## src/rtl/nibble_serial_adder_pkg.sv

```systemverilog
// Shared types and constants for the nibble-serial adder and its Kogge-Stone slice.
package nibble_serial_adder_pkg;

    localparam int SLICE_W = 4;

    typedef enum logic [1:0] {
        ST_IDLE = 2'd0,
        ST_ADD  = 2'd1,
        ST_DONE = 2'd2
    } state_t;

    // Nibble index width; a single-nibble build still keeps a 1-bit index.
    function automatic int idx_width(input int nibbles);
        return (nibbles > 1) ? $clog2(nibbles) : 1;
    endfunction

endpackage

```

## src/rtl/nibble_serial_adder_if.sv

```systemverilog
// Operand/result handshake bundle between a requester (master) and the serial adder (slave).
interface nibble_serial_adder_if #(
    parameter int NIBBLES = 4
);
    import nibble_serial_adder_pkg::*;

    localparam int WIDTH = SLICE_W * NIBBLES;

    logic             in_valid;
    logic             in_ready;
    logic [WIDTH-1:0] a;
    logic [WIDTH-1:0] b;
    logic             cin;
    logic             out_valid;
    logic             out_ready;
    logic [WIDTH-1:0] sum;
    logic             cout;

    modport master (
        output in_valid, a, b, cin, out_ready,
        input  in_ready, out_valid, sum, cout
    );

    modport slave (
        input  in_valid, a, b, cin, out_ready,
        output in_ready, out_valid, sum, cout
    );

endinterface

```

## src/rtl/nibble_serial_adder_ksa_slice.sv

```systemverilog
// 4-bit Kogge-Stone adder; carry-in is folded into the bit-0 generate term so the
// prefix tree alone produces every internal carry.
module ksa_slice
    import nibble_serial_adder_pkg::*;
(
    input  logic [SLICE_W-1:0] a,
    input  logic [SLICE_W-1:0] b,
    input  logic               cin,
    output logic [SLICE_W-1:0] sum,
    output logic               cout
);

    logic [SLICE_W-1:0] w_p;
    logic [SLICE_W-1:0] w_g;
    logic [SLICE_W-1:0] w_g1;
    logic [SLICE_W-1:2] w_p1;
    logic [SLICE_W-1:0] w_g2;
    logic [SLICE_W-1:0] w_c;

    assign w_p = a ^ b;

    genvar gi;
    generate
        for (gi = 0; gi < SLICE_W; gi++) begin : g_bit
            if (gi == 0) begin : g_gen0
                assign w_g[gi] = (a[gi] & b[gi]) | (w_p[gi] & cin);
            end else begin : g_genn
                assign w_g[gi] = a[gi] & b[gi];
            end

            // Prefix level 1, span 1
            if (gi == 0) begin : g_l1_pass
                assign w_g1[gi] = w_g[gi];
            end else begin : g_l1
                assign w_g1[gi] = w_g[gi] | (w_p[gi] & w_g[gi-1]);
            end
            if (gi >= 2) begin : g_l1_p
                assign w_p1[gi] = w_p[gi] & w_p[gi-1];
            end

            // Prefix level 2, span 2
            if (gi < 2) begin : g_l2_pass
                assign w_g2[gi] = w_g1[gi];
            end else begin : g_l2
                assign w_g2[gi] = w_g1[gi] | (w_p1[gi] & w_g1[gi-2]);
            end

            if (gi == 0) begin : g_c0
                assign w_c[gi] = cin;
            end else begin : g_cn
                assign w_c[gi] = w_g2[gi-1];
            end
        end
    endgenerate

    assign sum  = w_p ^ w_c;
    assign cout = w_g2[SLICE_W-1];

endmodule

```

## src/rtl/nibble_serial_adder.sv

```systemverilog
// Serial adder: one shared 4-bit Kogge-Stone slice processes one nibble per clock,
// LSB first, behind a valid/ready handshake on both operand and result sides.
module nibble_serial_adder
    import nibble_serial_adder_pkg::*;
#(
    parameter int NIBBLES = 4
) (
    input  logic                 clk,
    input  logic                 rst_n,
    nibble_serial_adder_if.slave bus
);

    localparam int                WIDTH    = SLICE_W * NIBBLES;
    localparam int                IDX_W    = idx_width(NIBBLES);
    localparam logic [IDX_W-1:0]  LAST_IDX = IDX_W'(NIBBLES - 1);

    state_t             r_state;
    state_t             w_state_next;
    logic [IDX_W-1:0]   r_idx;
    logic               r_carry;
    logic [WIDTH-1:0]   r_a;
    logic [WIDTH-1:0]   r_b;
    logic [WIDTH-1:0]   r_sum;
    logic               r_cout;

    logic [SLICE_W-1:0] w_a_nibs [NIBBLES];
    logic [SLICE_W-1:0] w_b_nibs [NIBBLES];
    logic [SLICE_W-1:0] w_a_nib;
    logic [SLICE_W-1:0] w_b_nib;
    logic [SLICE_W-1:0] w_slice_sum;
    logic               w_slice_cout;
    logic               w_last;

    genvar gi;
    generate
        for (gi = 0; gi < NIBBLES; gi++) begin : g_nib
            assign w_a_nibs[gi] = r_a[gi*SLICE_W +: SLICE_W];
            assign w_b_nibs[gi] = r_b[gi*SLICE_W +: SLICE_W];
        end
    endgenerate

    assign w_a_nib = w_a_nibs[r_idx];
    assign w_b_nib = w_b_nibs[r_idx];
    assign w_last  = (r_idx == LAST_IDX);

    ksa_slice u_slice (
        .a    (w_a_nib),
        .b    (w_b_nib),
        .cin  (r_carry),
        .sum  (w_slice_sum),
        .cout (w_slice_cout)
    );

    always_ff @(posedge clk or negedge rst_n) begin
        if (!rst_n) begin
            r_state <= ST_IDLE;
        end else begin
            r_state <= w_state_next;
        end
    end

    always_comb begin
        w_state_next = r_state;
        case (r_state)
            ST_IDLE: if (bus.in_valid)  w_state_next = ST_ADD;
            ST_ADD:  if (w_last)        w_state_next = ST_DONE;
            ST_DONE: if (bus.out_ready) w_state_next = ST_IDLE;
            default:                    w_state_next = ST_IDLE;
        endcase
    end

    always_comb begin
        bus.in_ready  = (r_state == ST_IDLE);
        bus.out_valid = (r_state == ST_DONE);
    end

    // Index freezes on the last nibble so it never wraps while in ADD.
    always_ff @(posedge clk or negedge rst_n) begin
        if (!rst_n) begin
            r_idx   <= '0;
            r_carry <= 1'b0;
            r_a     <= '0;
            r_b     <= '0;
            r_sum   <= '0;
            r_cout  <= 1'b0;
        end else begin
            case (r_state)
                ST_IDLE: begin
                    if (bus.in_valid) begin
                        r_a     <= bus.a;
                        r_b     <= bus.b;
                        r_carry <= bus.cin;
                        r_idx   <= '0;
                    end
                end
                ST_ADD: begin
                    for (int i = 0; i < NIBBLES; i++) begin
                        if (r_idx == IDX_W'(i)) begin
                            r_sum[i*SLICE_W +: SLICE_W] <= w_slice_sum;
                        end
                    end
                    r_carry <= w_slice_cout;
                    if (w_last) begin
                        r_cout <= w_slice_cout;
                    end else begin
                        r_idx <= r_idx + IDX_W'(1);
                    end
                end
                default: ;
            endcase
        end
    end

    assign bus.sum  = r_sum;
    assign bus.cout = r_cout;

endmodule
```

## src/flat_wrapper.sv

```systemverilog
// flat-port wrapper written by rule: the top's interface ports become plain ports
module nibble_serial_adder_flat import nibble_serial_adder_pkg::*;
#(
    parameter int NIBBLES = 4
)
  (clk, rst_n, bus_in_valid, bus_a, bus_b, bus_cin, bus_out_ready, bus_in_ready, bus_out_valid, bus_sum, bus_cout);
  nibble_serial_adder_if #(.NIBBLES(NIBBLES)) bus_i ();
  input  logic clk;
  input  logic rst_n;
  input wire logic [$bits(bus_i.in_valid)-1:0] bus_in_valid;
  input wire logic [$bits(bus_i.a)-1:0] bus_a;
  input wire logic [$bits(bus_i.b)-1:0] bus_b;
  input wire logic [$bits(bus_i.cin)-1:0] bus_cin;
  input wire logic [$bits(bus_i.out_ready)-1:0] bus_out_ready;
  output wire logic [$bits(bus_i.in_ready)-1:0] bus_in_ready;
  output wire logic [$bits(bus_i.out_valid)-1:0] bus_out_valid;
  output wire logic [$bits(bus_i.sum)-1:0] bus_sum;
  output wire logic [$bits(bus_i.cout)-1:0] bus_cout;
  assign bus_i.in_valid = bus_in_valid;
  assign bus_i.a = bus_a;
  assign bus_i.b = bus_b;
  assign bus_i.cin = bus_cin;
  assign bus_i.out_ready = bus_out_ready;
  assign bus_in_ready = bus_i.in_ready;
  assign bus_out_valid = bus_i.out_valid;
  assign bus_sum = bus_i.sum;
  assign bus_cout = bus_i.cout;
  nibble_serial_adder #(.NIBBLES(NIBBLES)) u_core (.clk(clk), .rst_n(rst_n), .bus(bus_i));
endmodule
```

## config.mk

```make
export PLATFORM = sky130hd
export DESIGN_NAME = nibble_serial_adder_flat
export DESIGN_NICKNAME = d
export VERILOG_FILES = /design/src/rtl/nibble_serial_adder_pkg.sv /design/src/rtl/nibble_serial_adder_if.sv /design/src/rtl/nibble_serial_adder_ksa_slice.sv /design/src/rtl/nibble_serial_adder.sv /design/src/flat_wrapper.sv
export SDC_FILE = /design/constraint.sdc
export NUM_CORES = 1
export LEC_CHECK = 0
export ABC_AREA = 1
export BUFFER_PORTS_ARGS = -buffer_cell sky130_fd_sc_hd__buf_2
export CAP_MARGIN = 10
export CORE_UTILIZATION = 30
export CTS_CLUSTER_DIAMETER = 120
export DETAILED_ROUTE_END_ITERATION = 8
export HOLD_SLACK_MARGIN = 0.05
export PLACE_DENSITY_LB_ADDON = 0.05
export SLEW_MARGIN = 20
export SYNTH_ARGS = -nofsm -noshare
export SYNTH_HDL_FRONTEND = slang
export SYNTH_SLANG_ARGS = --single-unit
```

## constraint.sdc

```tcl
create_clock -name clk -period 2.55 [get_ports clk]
set_input_delay 0.51 -clock clk [delete_from_list [all_inputs] [get_ports clk]]
set_output_delay 0.51 -clock clk [all_outputs]
set_load 0.05 [all_outputs]
```

==> results of run 1 <==
## sequential cells by signal, indices dropped and copies added (netlist names)
signal           flops
u_core.bus.sum      16
u_core.r_a          16
u_core.r_b          16
u_core.r_idx         2
u_core.r_state       2
u_core.bus.cout      1
u_core.r_carry       1
## Yosys cell counts
cell type,number
nand2_1,138
dfrtp_1,54
o21ai_0,24
nor2_1,17
inv_1,12
nand3_1,10
o22ai_1,8
ha_1,7
buf_2,4
buf_4,4
inv_2,4
a21oi_1,2
fa_1,2
nor2_4,2
o21ai_1,2
clkbuf_1,1
clkinv_1,1
nand2_2,1
nor2_2,1
o21bai_1,1
o31ai_1,1
xor2_1,1
## worst paths after layout
path | start | end | slack (ns) | cells past startpoint
max | u_core.r_idx[0]$_DFFE_PN0P_ | u_core.bus.cout$_DFFE_PN0P_ | 0.29 | 9
min | rst_n | u_core.r_idx[1]$_DFFE_PN0P_ | 0.19 | 1
max reg2reg | u_core.r_idx[0]$_DFFE_PN0P_ | u_core.bus.cout$_DFFE_PN0P_ | 0.29 | 9
min reg2reg | u_core.bus.sum[3]$_DFFE_PN0P_ | u_core.bus.sum[3]$_DFFE_PN0P_ | 0.48 | 2
max in group asynchronous | rst_n | u_core.r_a[9]$_DFFE_PN0P_ | 1.80 | 2
min in group clk | bus_out_ready | u_core.r_state[1]$_DFFE_PN0P_ | 0.39 | 2
## worst register-to-register path: stages, from the launching register on
cell      delay (ns)
dfrtp_2         0.46
inv_1           0.17
o21ai_0         0.18
o22ai_1         0.11
fa_1            0.44
fa_1            0.44
a21oi_1         0.15
o21bai_1        0.11
nand2_1         0.07
nand2_1         0.04
## logic make-up after synthesis
group	synth area share, %
simple gates	26.9
fa+ha+maj	5.15
buf+inv	4.75
flops	54.5
compound gates	8.28
xor+xnor	0.354
## per-layer routing
layer / GRT usage, % / vias to the layer above
met3: 3.12 / 5
li1: - / 1048
met1: 19.7 / 940
met4: 4.23 / 0
met5: 0 / -
met2: 26.2 / 38
## final cells by class
| type | count | area share, % |
|---|---|---|
| inverters | 17 | 2.15 |
| flip-flops and latches | 54 | 45.5 |
| multi-input cells | 217 | 34.2 |
| clock inverters | 2 | 0.337 |
| clock buffers | 5 | 2.32 |
| repair buffers | 61 | 11.2 |
| well taps | 102 | 4.29 |
## per-stage QoR
| step | hold slack, ns | cell area, sq um | power [mW] |
|---|---|---|---|
| after detailed placement | 0.466 | 2880 | 4.05 |
| after global routing | 0.238 | 2970 | 4.94 |
| after CTS | 0.209 | 2960 | 4.53 |
| after global placement | 0.461 | 2880 | 4.02 |
| after floorplan | 0.214 | 2480 | 3.33 |
| final | 0.193 | 2970 | 4.45 |
## cell usage in the layout, fill, tap and decap left out, drive strengths merged
| master | Yosys | routed |
|---|---|---|
| nand2 | 139 | 139 |
| buf | 8 | 61 |
| dfrtp | 54 | 54 |
| o21ai | 26 | 26 |
| nor2 | 20 | 20 |
| inv | 16 | 16 |
| nand3 | 10 | 10 |
| o22ai | 8 | 8 |
| ha | 7 | 7 |
| clkbuf | 1 | 5 |
| clkinv | 1 | 3 |
| a21oi | 2 | 2 |
| fa | 2 | 2 |
| o21bai | 1 | 1 |
| o31ai | 1 | 1 |
| xor2 | 1 | 1 |
## report_power, final
| part | switching (mW) | internal, mW | leakage [nW] | total (mW) |
|---|---|---|---|---|
| registers | 0.254 | 1.27 | 0.672 | 1.52 |
| clock network | 0.269 | 0.185 | 0.0438 | 0.455 |
| logic | 1.73 | 0.744 | 0.917 | 2.48 |
==> qor.csv, run 1 <==
metric,value,unit
run_status,completed,
die_w,92.9,microns
core_area,7850,sq um
leakage,1.63,nW
rsz0062_at_grt,false,
drt-wirelength-per-cell,12.9,microns
antenna_found_initial,0,
wl_met3,233,microns
ant_nets,0,
rows,32,
synth_nets,343,
yosysWarnings,0,
final_max_slew_viol_count,0,
die_y,92.9,microns
hp-class,in2async,
dr.max_layer_used,met4,
postLayoutCoreUtil,37.9,%
nets,402,
hold_buffers,0,
syn_inst,297,
post-place-cells,451,
ios,56,
wirelength,5910,microns
worstMarginPinSlew,0.573,ns
via_count,2031,
critPathMaxFanout,10,
cp_top_family,adder cells,
grt_pass1_wl,10300,microns
dr.pass1.iters,4,
drt_first_iter_violations,59,
synth_area,2480,sq um
io_buffers,55,
cellPowerDensity,1500,nW/um^2
ys_types,22,
register_area,1350,sq um
n_fill_cell,890,
cts-buffers-inserted,5,
cap_violations,0,
hold_viol,0,
setup_viol_count_final,0,
cts_tree,yes,
cts_setup_buffers,0,
crit_type,reg2reg,
path_buf_inv,1,
clk_latency,0.30,ns
critPathArrivalTime,2.46,ns
cts-htree-levels,2,
clock-sinks,54,
vias_per_cell,4.43,
slowest_stage,dfrtp_2,
area_growth,19.9,%
grt_max_degree,36,
slew_headroom,61.8,%
start_util,31.6,%
cp.required,2.75,ns
hpwl,4350,microns
tns,0,ns
place_ws,0.140,ns
overflow,0,
drive_gt1_share,21.9,%
grt_pass1_vias,2149,
setup.worst_path.start_class,flop,
die_area,8630,sq um
end_kind,flop,
synth_top_area_share,54.5,%
syn_avg_cell_area,8.34,sq um
worst_slack,0.285,ns
yosysTopAreaCell,dfrtp_1,
grt_util_all_layers,15.4,%
finClkSkew,0.00653,ns
multiInputGateArea,1020,sq um
cts_resized,0,
fmax,0.442,GHz
ys_seq_area_share,54.5,%
finalNonFillerCells,458,
max_stage_delay,0.46,ns
route.met2.wl,2840,microns
synth.area.top_cells,"dfrtp_1 55%, nand2_1 21%, o21ai_0 4.8%",
crit_chain,inv_1 > o21ai_0 > o22ai_1 > fa_1 > fa_1 > a21oi_1 > o21bai_1 > nand2_1 > nand2_1,
timing.final.crit_share,88.8,%
fin_crit,2.26,ns
antennaDiodeCount,0,
place_congestion,0.760,
clk_path_buf_depth,2,
drc,0,
cts.clk_slew.worst_paths,0.09,ns
cts-root-buf,clkbuf_8,
ys_ff_latch,54,
drt-met1-wl,2780,microns
peakVddDrop,363,uV
Note: power is estimated with default switching activity, not from simulation.
==> run 2, diff against run 1 <==
==> constraint.sdc (replaced) <==
create_clock -name clk -period 2 [get_ports clk]
set_input_delay 0.4 -clock clk [delete_from_list [all_inputs] [get_ports clk]]
set_output_delay 0.4 -clock clk [all_outputs]
set_load 0.05 [all_outputs]
==> qor.csv, run 2 (synthesis gave the netlist of run 1 again) <==
metric,value,unit,change
register_area,1350,sq um,about the same
postLayoutCoreUtil,40.6,%,+2.8 points
final_max_slew_viol_count,0,,unchanged
cts_tree,yes,,
failed_checks,setup timing,,
cts-root-buf,clkbuf_8,,
antennaDiodeCount,0,,unchanged
drt_first_iter_violations,60,,+1.7%
ant_nets,0,,unchanged
multiInputGateArea,1130,sq um,+11%
hp-class,in2async,,
worst_slack,-0.0289,ns,-0.314 ns
nets,415,,+3.2%
die_area,8630,sq um,unchanged
cellPowerDensity,2020,nW/um^2,+35%
reg2reg_to,u_core.bus.cout$_DFFE_PN0P_,,
cts-buffers-inserted,5,,unchanged
setup_viol_count_final,6,,+6
critPathArrivalTime,2.23,ns,-0.23 ns
wirelength,5960,microns,+0.88%
cp.required,2.20,ns,-0.55 ns
cts-htree-levels,2,,unchanged
io_buffers,55,,unchanged
ios,56,,unchanged
run_status,"finished, violations left",,
wl_met3,210,microns,-9.9%
rows,32,,unchanged
hpwl,4300,microns,-1.2%
dr.max_layer_used,met4,,
die_w,92.9,microns,unchanged
place_congestion,0.781,,+2.8%
leakage,1.71,nW,+5.0%
die_y,92.9,microns,unchanged
ff2ff_path_depth,9,,unchanged
critPathMaxFanout,7,,-3
core_area,7850,sq um,unchanged
hold_slack,0.0728,ns,-0.120 ns
end_kind,flop,,
rsz0062_at_grt,true,,
ff2ff_setup_slack,-0.03,ns,-0.31 ns
area_growth,28.7,%,
layout_commonest_cell,nand2_1,,
timing.final.crit_share,101,%,+13 points
crit_type,reg2reg,,
hold_viol,0,,unchanged
worstMarginPinSlew,0.424,ns,-0.149 ns
grt_util_all_layers,14.6,%,-0.77 points
slowest_stage,dfrtp_2,,
reg2reg_from,u_core.r_idx[0]$_DFFE_PN0P_,,
drt-wirelength-per-cell,12.6,microns,-1.9%
fmax,0.493,GHz,+12%
max_stage_delay,0.42,ns,-0.04 ns
clk_latency,0.30,ns,about the same
start_util,31.6,%,unchanged
route.met2.wl,2990,microns,+5.4%
drive_gt1_share,31.4,%,+9.5 points
drc,0,,unchanged
antenna_found_initial,0,,unchanged
crit_start,u_core.r_idx[0]$_DFFE_PN0P_,,
grt_pass1_wl,9770,microns,-5.0%
peakVddDrop,737,uV,+100%
crit_chain,inv_2 > o21ai_0 > o22ai_2 > fa_2 > fa_2 > a21oi_2 > o21bai_1 > nand2_1 > nand2_1,,
vias_per_cell,4.46,,+0.50%
grt_pass1_vias,2042,,-5.0%
n_fill_cell,863,,-3.0%
fin_crit,2.03,ns,-0.236 ns
clk_path_buf_depth,2,,unchanged
dr.pass1.iters,4,,unchanged
drt-met1-wl,2690,microns,-3.2%
finClkSkew,0.00598,ns,-0.000544 ns
slew_headroom,71.7,%,+9.9 points
cap_violations,0,,unchanged
via_count,2099,,+3.3%
overflow,0,,unchanged
clock-sinks,54,,unchanged
cts.clk_slew.worst_paths,0.09,ns,about the same
layout_common_cells,"137 x nand2_1, 55 x buf_2, 52 x dfrtp_1, 17 x buf_4, 14 x nor2_1",,
setup.worst_path.start_class,flop,,
grt_max_degree,55,,+53%
==> run 2: power by group <==
group | switching (mW) | internal [mW]
combinational | 2.49 | 1.41
clock | 0.347 | 0.241
sequential | 0.338 | 1.62
==> run 2: through the flow <==
stage | power [mW] | instance area, sq um | setup slack [ns] | TNS, ns | cells
finish | 6.45 | 3190 | -0.0289 | -0.0859 | 471
global route | 6.99 | 3190 | -0.153 | -1.30 | 471
CTS | 6.20 | 3100 | -0.0517 | -0.364 | 470
detailed placement | 5.49 | 3000 | -0.0744 | -0.529 | 461
global placement | 5.46 | 3000 | -0.0433 | -0.214 | 461
floorplan | 4.48 | 2540 | -0.0568 | -0.319 | 297
==> run 2: final cells by class <==
| cell class | instances | share of cell area (%) |
|---|---|---|
| Sequential cell | 54 | 42.5 |
| Multi-Input combinational cell | 217 | 35.4 |
| Timing Repair Buffer | 74 | 13.6 |
| Tap cell | 102 | 4.00 |
| Clock buffer | 6 | 2.28 |
| Inverter | 17 | 2.04 |
| Clock inverter | 1 | 0.235 |
==> run 2: critical path, delay by kind of cell, from the launching register on <==
family | cells | cell delay [ns]
adders and majority gates | 2 | 0.79
DFF | 1 | 0.42
buffers and inverters | 1 | 0.10
AOI/OAI and AO/OA | 4 | 0.52
and+or+nand+nor | 2 | 0.11
==> run 2: repair_timing <==
item,in CTS,in global routing
pin swaps,4,3
buffers inserted,2,1
endpoints found under the setup margin,14,14
gates resized for setup,4,26
hold buffers,0,0
==> run 2: worst max path at each step <==
| stage | slack, ns | end | depth (start not counted) |
|---|---|---|---|
| 6_report | -0.03 | u_core.bus.cout$_DFFE_PN0P_ | 9 |
| 2_1_floorplan | -0.06 | u_core.bus.cout$_DFFE_PN0P_ | 10 |
| 4_1_cts | -0.05 | u_core.bus.cout$_DFFE_PN0P_ | 9 |
| 3_3_place_gp | -0.04 | u_core.bus.cout$_DFFE_PN0P_ | 9 |
| 5_1_grt | -0.15 | u_core.bus.cout$_DFFE_PN0P_ | 9 |
| 3_5_place_dp | -0.07 | u_core.r_carry$_DFFE_PN0P_ | 9 |
==> run 2: per-layer routing <==
layer,vias to the layer above,track usage (%)
met5,-,0
li1,1080,-
met2,37,24.9
met1,976,19.0
met3,6,2.87
met4,0,3.59
